`src/rtl/instruction_compressor_if.sv`:
```
// instruction_compressor_if: valid/ready input stream and packed output word bus
interface instruction_compressor_if #(parameter int COUNT_WIDTH = 16);
   logic                   in_valid;
   logic                   in_ready;
   logic [31:0]            in_instruction;
   logic                   in_last;
   logic                   out_valid;
   logic                   out_ready;
   logic [31:0]            out_word;
   logic                   out_last;
   logic [COUNT_WIDTH-1:0] compressed_count;
   modport master (
      output in_valid, in_instruction, in_last, out_ready,
      input  in_ready, out_valid, out_word, out_last, compressed_count
   );
   modport slave (
      input  in_valid, in_instruction, in_last, out_ready,
      output in_ready, out_valid, out_word, out_last, compressed_count
   );
endinterface

```
`src/rtl/instruction_compressor.sv`:
```
// instruction_compressor: re-encodes RV32I into RVC where possible and packs halfwords into 32-bit words
module instruction_compressor #(
   parameter int          COUNT_WIDTH  = 16,
   parameter logic [15:0] PAD_HALFWORD = 16'h0001
) (
   input logic                      clk,
   input logic                      reset,
   instruction_compressor_if.slave  bus
);
   typedef enum logic [1:0] {EMPTY, HALF, FLUSH} state_t;
   localparam logic [6:0] OP_REG = 7'b0110011;
   localparam logic [6:0] OP_IMM = 7'b0010011;
   state_t                 r_state, w_state_nxt;
   logic [15:0]            r_pending, w_pending_nxt;
   logic                   r_out_valid, r_out_last, w_last_nxt, w_load;
   logic [31:0]            r_out_word, w_word_nxt;
   logic [COUNT_WIDTH-1:0] r_count;
   logic [31:0]            w_ins;
   logic [6:0]             w_op, w_f7;
   logic [4:0]             w_rd, w_rs1, w_rs2;
   logic [2:0]             w_f3;
   logic                   w_small, w_rv, w_reg, w_imm;
   logic                   w_is_c, w_accept, w_slot_free;
   logic [15:0]            w_c;
   assign w_ins       = bus.in_instruction;
   assign w_op        = w_ins[6:0];
   assign w_rd        = w_ins[11:7];
   assign w_f3        = w_ins[14:12];
   assign w_rs1       = w_ins[19:15];
   assign w_rs2       = w_ins[24:20];
   assign w_f7        = w_ins[31:25];
   assign w_small     = (&w_ins[31:25]) | ~(|w_ins[31:25]);
   assign w_rv        = (w_rd[4:3] == 2'b01) && (w_rs2[4:3] == 2'b01) && (w_rs1 == w_rd);
   assign w_reg       = (w_op == OP_REG) && (w_f7 == 7'b0000000);
   assign w_imm       = (w_op == OP_IMM) && (w_f3 == 3'b000) && (w_rd != 5'd0) && w_small;
   assign w_slot_free = !r_out_valid || bus.out_ready;
   assign w_accept    = bus.in_valid && bus.in_ready;
   assign bus.in_ready         = (r_state != FLUSH) && w_slot_free;
   assign bus.out_valid        = r_out_valid;
   assign bus.out_word         = r_out_word;
   assign bus.out_last         = r_out_last;
   assign bus.compressed_count = r_count;
   // Priority-ordered RVC match on the current input instruction
   always_comb begin
      w_is_c = 1'b1;
      w_c    = 16'h0000;
      if (w_reg && w_f3 == 3'b000 && w_rd != 5'd0 && w_rs2 != 5'd0 && w_rs1 == 5'd0)
         w_c = {3'b100, 1'b0, w_rd, w_rs2, 2'b10};
      else if (w_reg && w_f3 == 3'b000 && w_rd != 5'd0 && w_rs2 != 5'd0 && w_rs1 == w_rd)
         w_c = {3'b100, 1'b1, w_rd, w_rs2, 2'b10};
      else if (w_imm && w_rs1 == 5'd0)
         w_c = {3'b010, w_ins[25], w_rd, w_ins[24:20], 2'b01};
      else if (w_imm && w_rs1 == w_rd && w_ins[31:20] != 12'd0)
         w_c = {3'b000, w_ins[25], w_rd, w_ins[24:20], 2'b01};
      else if (w_op == OP_IMM && w_f3 == 3'b001 && w_f7 == 7'b0000000 && w_rd != 5'd0 && w_rs1 == w_rd && w_rs2 != 5'd0)
         w_c = {3'b000, 1'b0, w_rd, w_rs2, 2'b10};
      else if (w_op == OP_REG && w_rv && w_f3 == 3'b000 && w_f7 == 7'b0100000)
         w_c = {6'b100011, w_rd[2:0], 2'b00, w_rs2[2:0], 2'b01};
      else if (w_reg && w_rv && w_f3 == 3'b100)
         w_c = {6'b100011, w_rd[2:0], 2'b01, w_rs2[2:0], 2'b01};
      else if (w_reg && w_rv && w_f3 == 3'b110)
         w_c = {6'b100011, w_rd[2:0], 2'b10, w_rs2[2:0], 2'b01};
      else if (w_reg && w_rv && w_f3 == 3'b111)
         w_c = {6'b100011, w_rd[2:0], 2'b11, w_rs2[2:0], 2'b01};
      else
         w_is_c = 1'b0;
   end
   // Packer next state: pair halfwords, emit words, and pad a leftover half on flush
   always_comb begin
      w_state_nxt   = r_state;
      w_pending_nxt = r_pending;
      w_load        = 1'b0;
      w_word_nxt    = r_out_word;
      w_last_nxt    = r_out_last;
      if (r_state == FLUSH) begin
         if (w_slot_free) begin
            w_load      = 1'b1;
            w_word_nxt  = {PAD_HALFWORD, r_pending};
            w_last_nxt  = 1'b1;
            w_state_nxt = EMPTY;
         end
      end else if (w_accept) begin
         if (r_state == EMPTY && w_is_c) begin
            w_pending_nxt = w_c;
            w_state_nxt   = bus.in_last ? FLUSH : HALF;
         end else if (r_state == EMPTY) begin
            w_load     = 1'b1;
            w_word_nxt = w_ins;
            w_last_nxt = bus.in_last;
         end else if (w_is_c) begin
            w_load      = 1'b1;
            w_word_nxt  = {w_c, r_pending};
            w_last_nxt  = bus.in_last;
            w_state_nxt = EMPTY;
         end else begin
            w_load        = 1'b1;
            w_word_nxt    = {w_ins[15:0], r_pending};
            w_last_nxt    = 1'b0;
            w_pending_nxt = w_ins[31:16];
            w_state_nxt   = bus.in_last ? FLUSH : HALF;
         end
      end
   end
   // State, pending half, output slot and compressed-instruction counter
   always_ff @(posedge clk or posedge reset) begin
      if (reset) begin
         r_state     <= EMPTY;
         r_pending   <= 16'h0000;
         r_out_valid <= 1'b0;
         r_out_word  <= 32'h0;
         r_out_last  <= 1'b0;
         r_count     <= '0;
      end else begin
         r_state     <= w_state_nxt;
         r_pending   <= w_pending_nxt;
         r_out_valid <= w_load ? 1'b1 : (bus.out_ready ? 1'b0 : r_out_valid);
         r_out_word  <= w_word_nxt;
         r_out_last  <= w_last_nxt;
         r_count     <= r_count + COUNT_WIDTH'(w_accept && w_is_c);
      end
   end
endmodule
```
`src/flat_wrapper.sv`:
```
// flat-port wrapper written by rule: the top's interface ports become plain ports
module instruction_compressor_flat 
#(
   parameter int          COUNT_WIDTH  = 16,
   parameter logic [15:0] PAD_HALFWORD = 16'h0001
)
  (clk, reset, bus_in_valid, bus_in_instruction, bus_in_last, bus_out_ready, bus_in_ready, bus_out_valid, bus_out_word, bus_out_last, bus_compressed_count);
  instruction_compressor_if #(.COUNT_WIDTH(COUNT_WIDTH)) bus_i ();
  input logic clk;
  input logic reset;
  input wire logic [$bits(bus_i.in_valid)-1:0] bus_in_valid;
  input wire logic [$bits(bus_i.in_instruction)-1:0] bus_in_instruction;
  input wire logic [$bits(bus_i.in_last)-1:0] bus_in_last;
  input wire logic [$bits(bus_i.out_ready)-1:0] bus_out_ready;
  output wire logic [$bits(bus_i.in_ready)-1:0] bus_in_ready;
  output wire logic [$bits(bus_i.out_valid)-1:0] bus_out_valid;
  output wire logic [$bits(bus_i.out_word)-1:0] bus_out_word;
  output wire logic [$bits(bus_i.out_last)-1:0] bus_out_last;
  output wire logic [$bits(bus_i.compressed_count)-1:0] bus_compressed_count;
  assign bus_i.in_valid = bus_in_valid;
  assign bus_i.in_instruction = bus_in_instruction;
  assign bus_i.in_last = bus_in_last;
  assign bus_i.out_ready = bus_out_ready;
  assign bus_in_ready = bus_i.in_ready;
  assign bus_out_valid = bus_i.out_valid;
  assign bus_out_word = bus_i.out_word;
  assign bus_out_last = bus_i.out_last;
  assign bus_compressed_count = bus_i.compressed_count;
  instruction_compressor #(.COUNT_WIDTH(COUNT_WIDTH), .PAD_HALFWORD(PAD_HALFWORD)) u_core (.clk(clk), .reset(reset), .bus(bus_i));
endmodule
```
`config.mk`:
```
export PLATFORM = sky130hd
export DESIGN_NAME = instruction_compressor_flat
export DESIGN_NICKNAME = d
export VERILOG_FILES = /design/src/rtl/instruction_compressor_if.sv /design/src/rtl/instruction_compressor.sv /design/src/flat_wrapper.sv
export SDC_FILE = /design/constraint.sdc
export NUM_CORES = 1
export LEC_CHECK = 0
export CORE_ASPECT_RATIO = 0.75
export CORE_UTILIZATION = 46
export CTS_BUF_LIST = sky130_fd_sc_hd__clkbuf_16
export DETAILED_ROUTE_END_ITERATION = 8
export PLACE_DENSITY_LB_ADDON = 0.3
export SETUP_SLACK_MARGIN = 0.02
export SYNTH_ARGS = -nofsm -noshare
export SYNTH_HDL_FRONTEND = slang
export SYNTH_SLANG_ARGS = --single-unit
```
`constraint.sdc`:
```
create_clock -name clk -period 2.3 [get_ports clk]
set_clock_uncertainty 0.05 [all_clocks]
set_input_delay 0.23 -clock clk [delete_from_list [all_inputs] [get_ports clk]]
set_output_delay 0.23 -clock clk [all_outputs]
set_load 0.02 [all_outputs]
```
### After elaboration in Yosys (flattened, before gate mapping)

Index checks and enable logic that the tools add are counted.
W data, S select, Z words.

* flip-flop bits (word level): 68
* input bits: 37
* output and inout port bits: 51
* word-level logic and storage cells: 119

* add/sub/neg operators: 1
* eq/ne operators: 17
* muxes and demuxes: 46
* bitwise logic cells: 3
* reduce and logical (&&, ||, !) cells: 46

Operators with widths (count)
* $mux W16: 12
* $mux W32: 6
* $logic_and A1 B1 Y1: 30
* $mux W1: 21
* $add A16 B1 Y16: 1
* $eq A7 B6 Y1 const B: 2
* $mux W2: 7
* $reduce_bool A12 Y1: 1
* $reduce_bool A5 Y1: 2
* $eq A3 B3 Y1 const B: 3
* $eq A7 B5 Y1 const B: 1
* $logic_not A7 Y1: 1
* $reduce_and A7 Y1: 1
* $reduce_or A7 Y1: 1
* $ne A2 B2 Y1 const B: 3
* $reduce_and A3 Y1: 2
* $eq A5 B5 Y1: 1
* $logic_not A5 Y1: 1
* $eq A2 B1 Y1 const B: 2
* $ne A2 B1 Y1 const B: 2
* $reduce_and A4 Y1: 1
* $reduce_bool A2 Y1: 2
* $eq A3 B1 Y1 const B: 1
* $logic_not A3 Y1: 1
* other kinds (7): 8

### Longest topological paths before layout

* depth after elaboration: 19
* gate-level depth with buffers: 14
* gate-level depth less buffers: 12

### Worst setup path before layout

Ideal clock, no wire load.

* path type: input-to-reg
* from: input port bus_in_instruction[26]
* to: register u_core.r_count[12] (netlist: u_core.bus.compressed_count[12])
* library setup time: 0.080 ns
* data arrival time: 3.056 ns
* required time: 2.170 ns
* setup slack: -0.886 ns
* stages: 13
* path buffers: 1
* cells stage by stage: or4_4 -> or4_4 -> nor4_4 -> o21a_1 -> buf_6 -> nor3_1 -> nor2_1 -> ha_1 -> ha_1 -> nand3_1 -> or2_2 -> nor2_1 -> xor2_1

* cells in the longest elaborated chain, start to end: 15
* elaborated cells on any way between the ends: 37
* classes of those cells: add/sub: 1; eq/ne: 1; mux: 9; bitwise: 2; reduce/logical: 24

RTL lines
* start, declared: line flat_wrapper.sv:12 `input wire logic [$bits(bus_i.in_instruction)-1:0] bus_in_instruction;`
* $logic_not A7 Y1: line instruction_compressor.sv:34, instruction_compressor.sv:55
* $logic_and A1 B1 Y1: line instruction_compressor.sv:34 `assign w_reg = (w_op == OP_REG) && (w_f7 == 7'b0000000);`
* $logic_and A1 B1 Y1: line instruction_compressor.sv:59, instruction_compressor.sv:61, instruction_compressor.sv:63
* $logic_and A1 B1 Y1: line instruction_compressor.sv:63 `else if (w_reg && w_rv && w_f3 == 3'b111)`
* $mux W1: line instruction_compressor.sv:63
* $mux W1: line instruction_compressor.sv:61 `else if (w_reg && w_rv && w_f3 == 3'b110)`
* $mux W1: line instruction_compressor.sv:59 `else if (w_reg && w_rv && w_f3 == 3'b100)`
* $mux W1: line instruction_compressor.sv:57 `else if (w_op == OP_REG && w_rv && w_f3 == 3'b000 && w_f7 == 7'b0100000)`
* $mux W1: line instruction_compressor.sv:55 `else if (w_op == OP_IMM && w_f3 == 3'b001 && w_f7 == 7'b0000000 && w_rd != 5'd0 && w_rs1 == w_rd && w_rs2 != 5 ...`
* $mux W1: line instruction_compressor.sv:53 `else if (w_imm && w_rs1 == w_rd && w_ins[31:20] != 12'd0)`
* $mux W1: line instruction_compressor.sv:51 `else if (w_imm && w_rs1 == 5'd0)`
* $mux W1: line instruction_compressor.sv:49 `else if (w_reg && w_f3 == 3'b000 && w_rd != 5'd0 && w_rs2 != 5'd0 && w_rs1 == w_rd)`
* $mux W1 (*): line instruction_compressor.sv:47 `if (w_reg && w_f3 == 3'b000 && w_rd != 5'd0 && w_rs2 != 5'd0 && w_rs1 == 5'd0)`
* $logic_and A1 B1 Y1 (*): line instruction_compressor.sv:119 `r_count <= r_count + COUNT_WIDTH'(w_accept && w_is_c);`
* $add A16 B1 Y16 (*): line instruction_compressor.sv:119
* end signal, assigned: line instruction_compressor.sv:119
* end, declared: line instruction_compressor.sv:17 `logic [COUNT_WIDTH-1:0] r_count;`

Mark *: on every way between the ends. The rest lies on a longest branch, timed or not.
A chain may end at the register's enable or synchronous reset.

### Worst setup path in the final report

* from: input port bus_in_instruction[25]
* to: register u_core.r_pending[2]

* cells in the longest elaborated chain, start to end: 16
* elaborated cells on any way between the ends: 49
* classes of those cells: eq/ne: 3; mux: 19; bitwise: 2; reduce/logical: 25

RTL lines
* $logic_not A7 Y1: line instruction_compressor.sv:34, instruction_compressor.sv:55
* $logic_and A1 B1 Y1: line instruction_compressor.sv:34
* $logic_and A1 B1 Y1: line instruction_compressor.sv:59, instruction_compressor.sv:61, instruction_compressor.sv:63
* $logic_and A1 B1 Y1: line instruction_compressor.sv:63
* $mux W1: line instruction_compressor.sv:63
* $mux W1: line instruction_compressor.sv:61
* $mux W1: line instruction_compressor.sv:59
* $mux W1: line instruction_compressor.sv:57
* $mux W1: line instruction_compressor.sv:55
* $mux W1: line instruction_compressor.sv:53
* $mux W1: line instruction_compressor.sv:51
* $mux W1: line instruction_compressor.sv:49
* $mux W1: line instruction_compressor.sv:47
* $logic_and A1 B1 Y1: line instruction_compressor.sv:83 `if (r_state == EMPTY && w_is_c) begin`
* $ne A2 B2 Y1 (no source line)
* $reduce_and A4 Y1 (no source line)
* end signal, assigned: line instruction_compressor.sv:115 `r_pending <= w_pending_nxt;`
* end, declared: line instruction_compressor.sv:14 `logic [15:0] r_pending, w_pending_nxt;`

Parallel ways exist; a longest one is shown, timed or not.

==> impl_metrics.py <==
metrics = {
    "run_status": {
        "status": "finished with violations",
        "violations": "negative setup slack",
    },
    "worst_setup_path": {
        "critPathKind": "in2reg",
        "rr_worst_depth": 11,
        "critPathLaunchType": "input port",
        "crit_path_end_kind": "flop",
        "r2r_setup_slack_ns": 0.16,
        "rr_startpoint": "u_core.r_state[1]",
        "critPathArrivalTime_ns": 3.16,
        "critPathMaxFanout": 5,
        "cp.required_ns": 2.48,
        "r2r-end": "u_core.bus.compressed_count[12]",
    },
    "synthesis": {
        "yosysWarnings": 0,
        "synth_area_um2": 3950,
        "yosys-top-cells-area": "dfrtp_1, mux2_1, nand2_1",
        "syn_area_per_cell_um2": 10.0,
        "synth_edf_count": 0,
        "ys_ff_latch": 68,
        "syn_nets": 433,
        "synthArstFlopShare": 1.00,
        "synthAdderAreaFrac": 0.00634,
        "syn_inst": 394,
        "synth-xor-area-share": 0.0444,
        "synth_top_family_by_area": "simple AND/OR/NAND/NOR gates",
        "synth-compound-area-share": 0.154,
        "synthDistinctLibCells": 68,
        "synth_top_cell_by_area": "dfrtp_1",
        "synth_top_area_share": 0.431,
        "ys.flop_type": "dfrtp_1",
        "synth-simple-area-share": 0.196,
        "synthMuxAreaShare": 0.127,
        "ys_seq_area_frac": 0.431,
    },
    "cells_and_area": {
        "final_common_cell": "buf_4",
        "stdcell_count": 707,
        "diodes": 0,
        "area_growth_pct": 72.0,
        "ff_latch_area_um2": 1700,
        "layout-drive-gt1-share": 0.399,
        "final_cell_area_um2": 6790,
        "layout.nets": 636,
        "multi_input_area_um2": 2560,
        "nFillCells": 425,
        "mostFrequentLayoutCells": "buf_4, clkdlybuf4s50_1, dfrtp_1",
    },
    "power": {
        "total_power_mw": 4.28,
        "ir_worst_vdd_uv": 798,
        "p_leak_nw": 3.15,
        "power_density_nw_per_um2": 631,
    },
    "placement": {
        "hpwl_mm": 10.5,
        "place_congestion": 0.950,
        "dpl-instance-area_um2": 5810,
        "portBuffers": 87,
        "placed_cells": 663,
    },
    "floorplanning": {
        "ioPinCount": 88,
        "chipHeight_um": 82.2,
        "coreArea_um2": 8090,
        "rows": 28,
        "die_area_um2": 8950,
        "die_w_um": 109,
        "start_util": 0.487,
    },
    "min_path": {
        "hp-class": "in2async",
    },
    "detailed_routing": {
        "wirelength_mm": 15.9,
        "drcViolationCount": 0,
        "drt_iter0_markers": 338,
        "routed-via-count": 4253,
        "firstDrtPassIters": 5,
        "via_per_inst": 6.02,
        "ant_nets": 0,
        "wl_per_cell_um": 22.5,
    },
    "sta": {
        "setup_ws_ns": -0.680,
        "final-hold-violation-count": 0,
        "rsz0062_at_grt": "yes",
        "finalCriticalPeriod_ns": 2.98,
        "maxSlewHeadroom": 0.641,
        "tns_ns": -34.84,
        "tightest_slew_ns": 0.533,
        "fmax_mhz": 336,
        "finalCritPeriodShare": 1.30,
        "maxSlewViolCount": 0,
        "setup_viol": 67,
    },
    "global_route": {
        "grtUsageTotal": 0.348,
        "grt_most_used_layer": "met2",
        "use_met3": 0.0911,
        "use_met1": 0.477,
        "overflow": 0,
        "grt_max_degree": 69,
        "use_met2": 0.538,
        "grt_antenna_before_repair": 0,
        "grt_pass1_vias": 3989,
        "grt_pass1_wl_mm": 22.4,
    },
    "job": {
        "drv_cap": 0,
    },
    "clock_tree": {
        "clk_pin_slew_worst_paths_ns": 0.06,
        "cts_tree": "done",
        "cts_hold_buf": 0,
        "clockBufferDepth": 2,
        "cts_root_buffer": "clkbuf_16",
        "clock-sinks": 68,
        "clk_latency_ns": 0.34,
        "numCtsBuffers": 9,
        "cts_htree_levels": 3,
    },
}
==> critical path, cell delays in order <==
cell	delay (ns)
buf_6	0.09
or4_4	0.53
or4_4	0.54
buf_4	0.18
a211oi_4	0.26
a21bo_4	0.29
a31oi_4	0.30
buf_4	0.17
mux2_4	0.30
mux2_4	0.26
==> worst max path at each step <==
stage	startpoint	to	slack, ns	cells after the start
detailed placement	bus_in_instruction[26]	u_core.bus.compressed_count[13]	-1.28	13
floorplan	bus_in_instruction[26]	u_core.bus.compressed_count[9]	-0.78	11
finish	bus_in_instruction[25]	u_core.r_pending[2]	-0.68	10
global route	bus_in_instruction[25]	u_core.r_pending[2]	-0.72	10
CTS	bus_in_instruction[26]	u_core.bus.compressed_count[9]	-0.66	12
global placement	bus_in_instruction[26]	u_core.bus.compressed_count[13]	-1.22	13
==> flip-flops by register name, indices dropped and copies added (netlist names) <==
name and count:
u_core.bus.out_word 32, u_core.bus.compressed_count 16, u_core.r_pending 16, u_core.r_state 2, u_core.bus.out_last 1, u_core.bus.out_valid 1
==> cell type report <==
class,instances,area share
flip-flops and latches,68,0.251
repair buffers,212,0.293
multi-input cells,293,0.378
inverters,13,0.00719
well taps,105,0.0194
clock inverters,7,0.0183
clock buffers,9,0.0332
==> report_power, final <==
part           total (mW)  switching, mW  internal (mW)
Sequential           1.54          0.136           1.41
Combinational        1.10          0.468          0.628
Clock                1.64          0.572           1.07
==> cells by family after synthesis <==
logic type	count (synthesis)
AND/OR/NAND/NOR	151
AO/OA/AOI/OAI	78
flip-flops	68
multiplexers	42
buffers and inverters	33
XOR/XNOR	20
adder cells (fa/ha/maj)	2
==> Yosys cell counts (3+ instances only) <==
| cell | number |
|---|---|
| inv_1 | 13 |
| nand3_1 | 10 |
| a2bb2oi_1 | 3 |
| nor3_1 | 12 |
| o22ai_1 | 4 |
| and2_1 | 3 |
| xnor2_1 | 11 |
| a22o_1 | 7 |
| a21oi_1 | 10 |
| o2bb2ai_1 | 3 |
| mux2_1 | 31 |
| o21a_1 | 3 |
| and3_1 | 8 |
| nor2b_1 | 5 |
| o31ai_1 | 4 |
| o21ai_0 | 12 |
| dfrtp_1 | 68 |
| nor4_1 | 5 |
| xor2_1 | 9 |
| buf_4 | 3 |
| nor2_1 | 21 |
| mux2_4 | 8 |
| a221o_1 | 3 |
| clkbuf_1 | 12 |
| nand4_1 | 6 |
| buf_6 | 3 |
| nand2_1 | 63 |
==> routing by layer <==
layer	vias up	part of all wire
li1	1842	-
met1	2107	0.42
met2	251	0.46
met3	53	0.087
met4	0	0.036
met5	-	0
==> per-stage QoR <==
| step | utilization | hold WS [ns] | setup slack [ns] |
|---|---|---|---|
| after floorplan | - | 0.282 | -0.778 |
| after global placement | 0.718 | 0.410 | -1.22 |
| after detailed placement | 0.718 | 0.416 | -1.28 |
| after CTS | 0.796 | 0.260 | -0.663 |
| after global routing | 0.838 | 0.266 | -0.723 |
| final | 0.838 | 0.221 | -0.680 |
==> repair_timing <==
item / 4_1_cts / 5_1_grt
cloned: 2 / 0
gates resized for setup: 50 / 53
buffers inserted: 12 / 18
pin swaps: 19 / 29
setup endpoints to repair: 68 / 68
(Power assumes the default switching activity.)
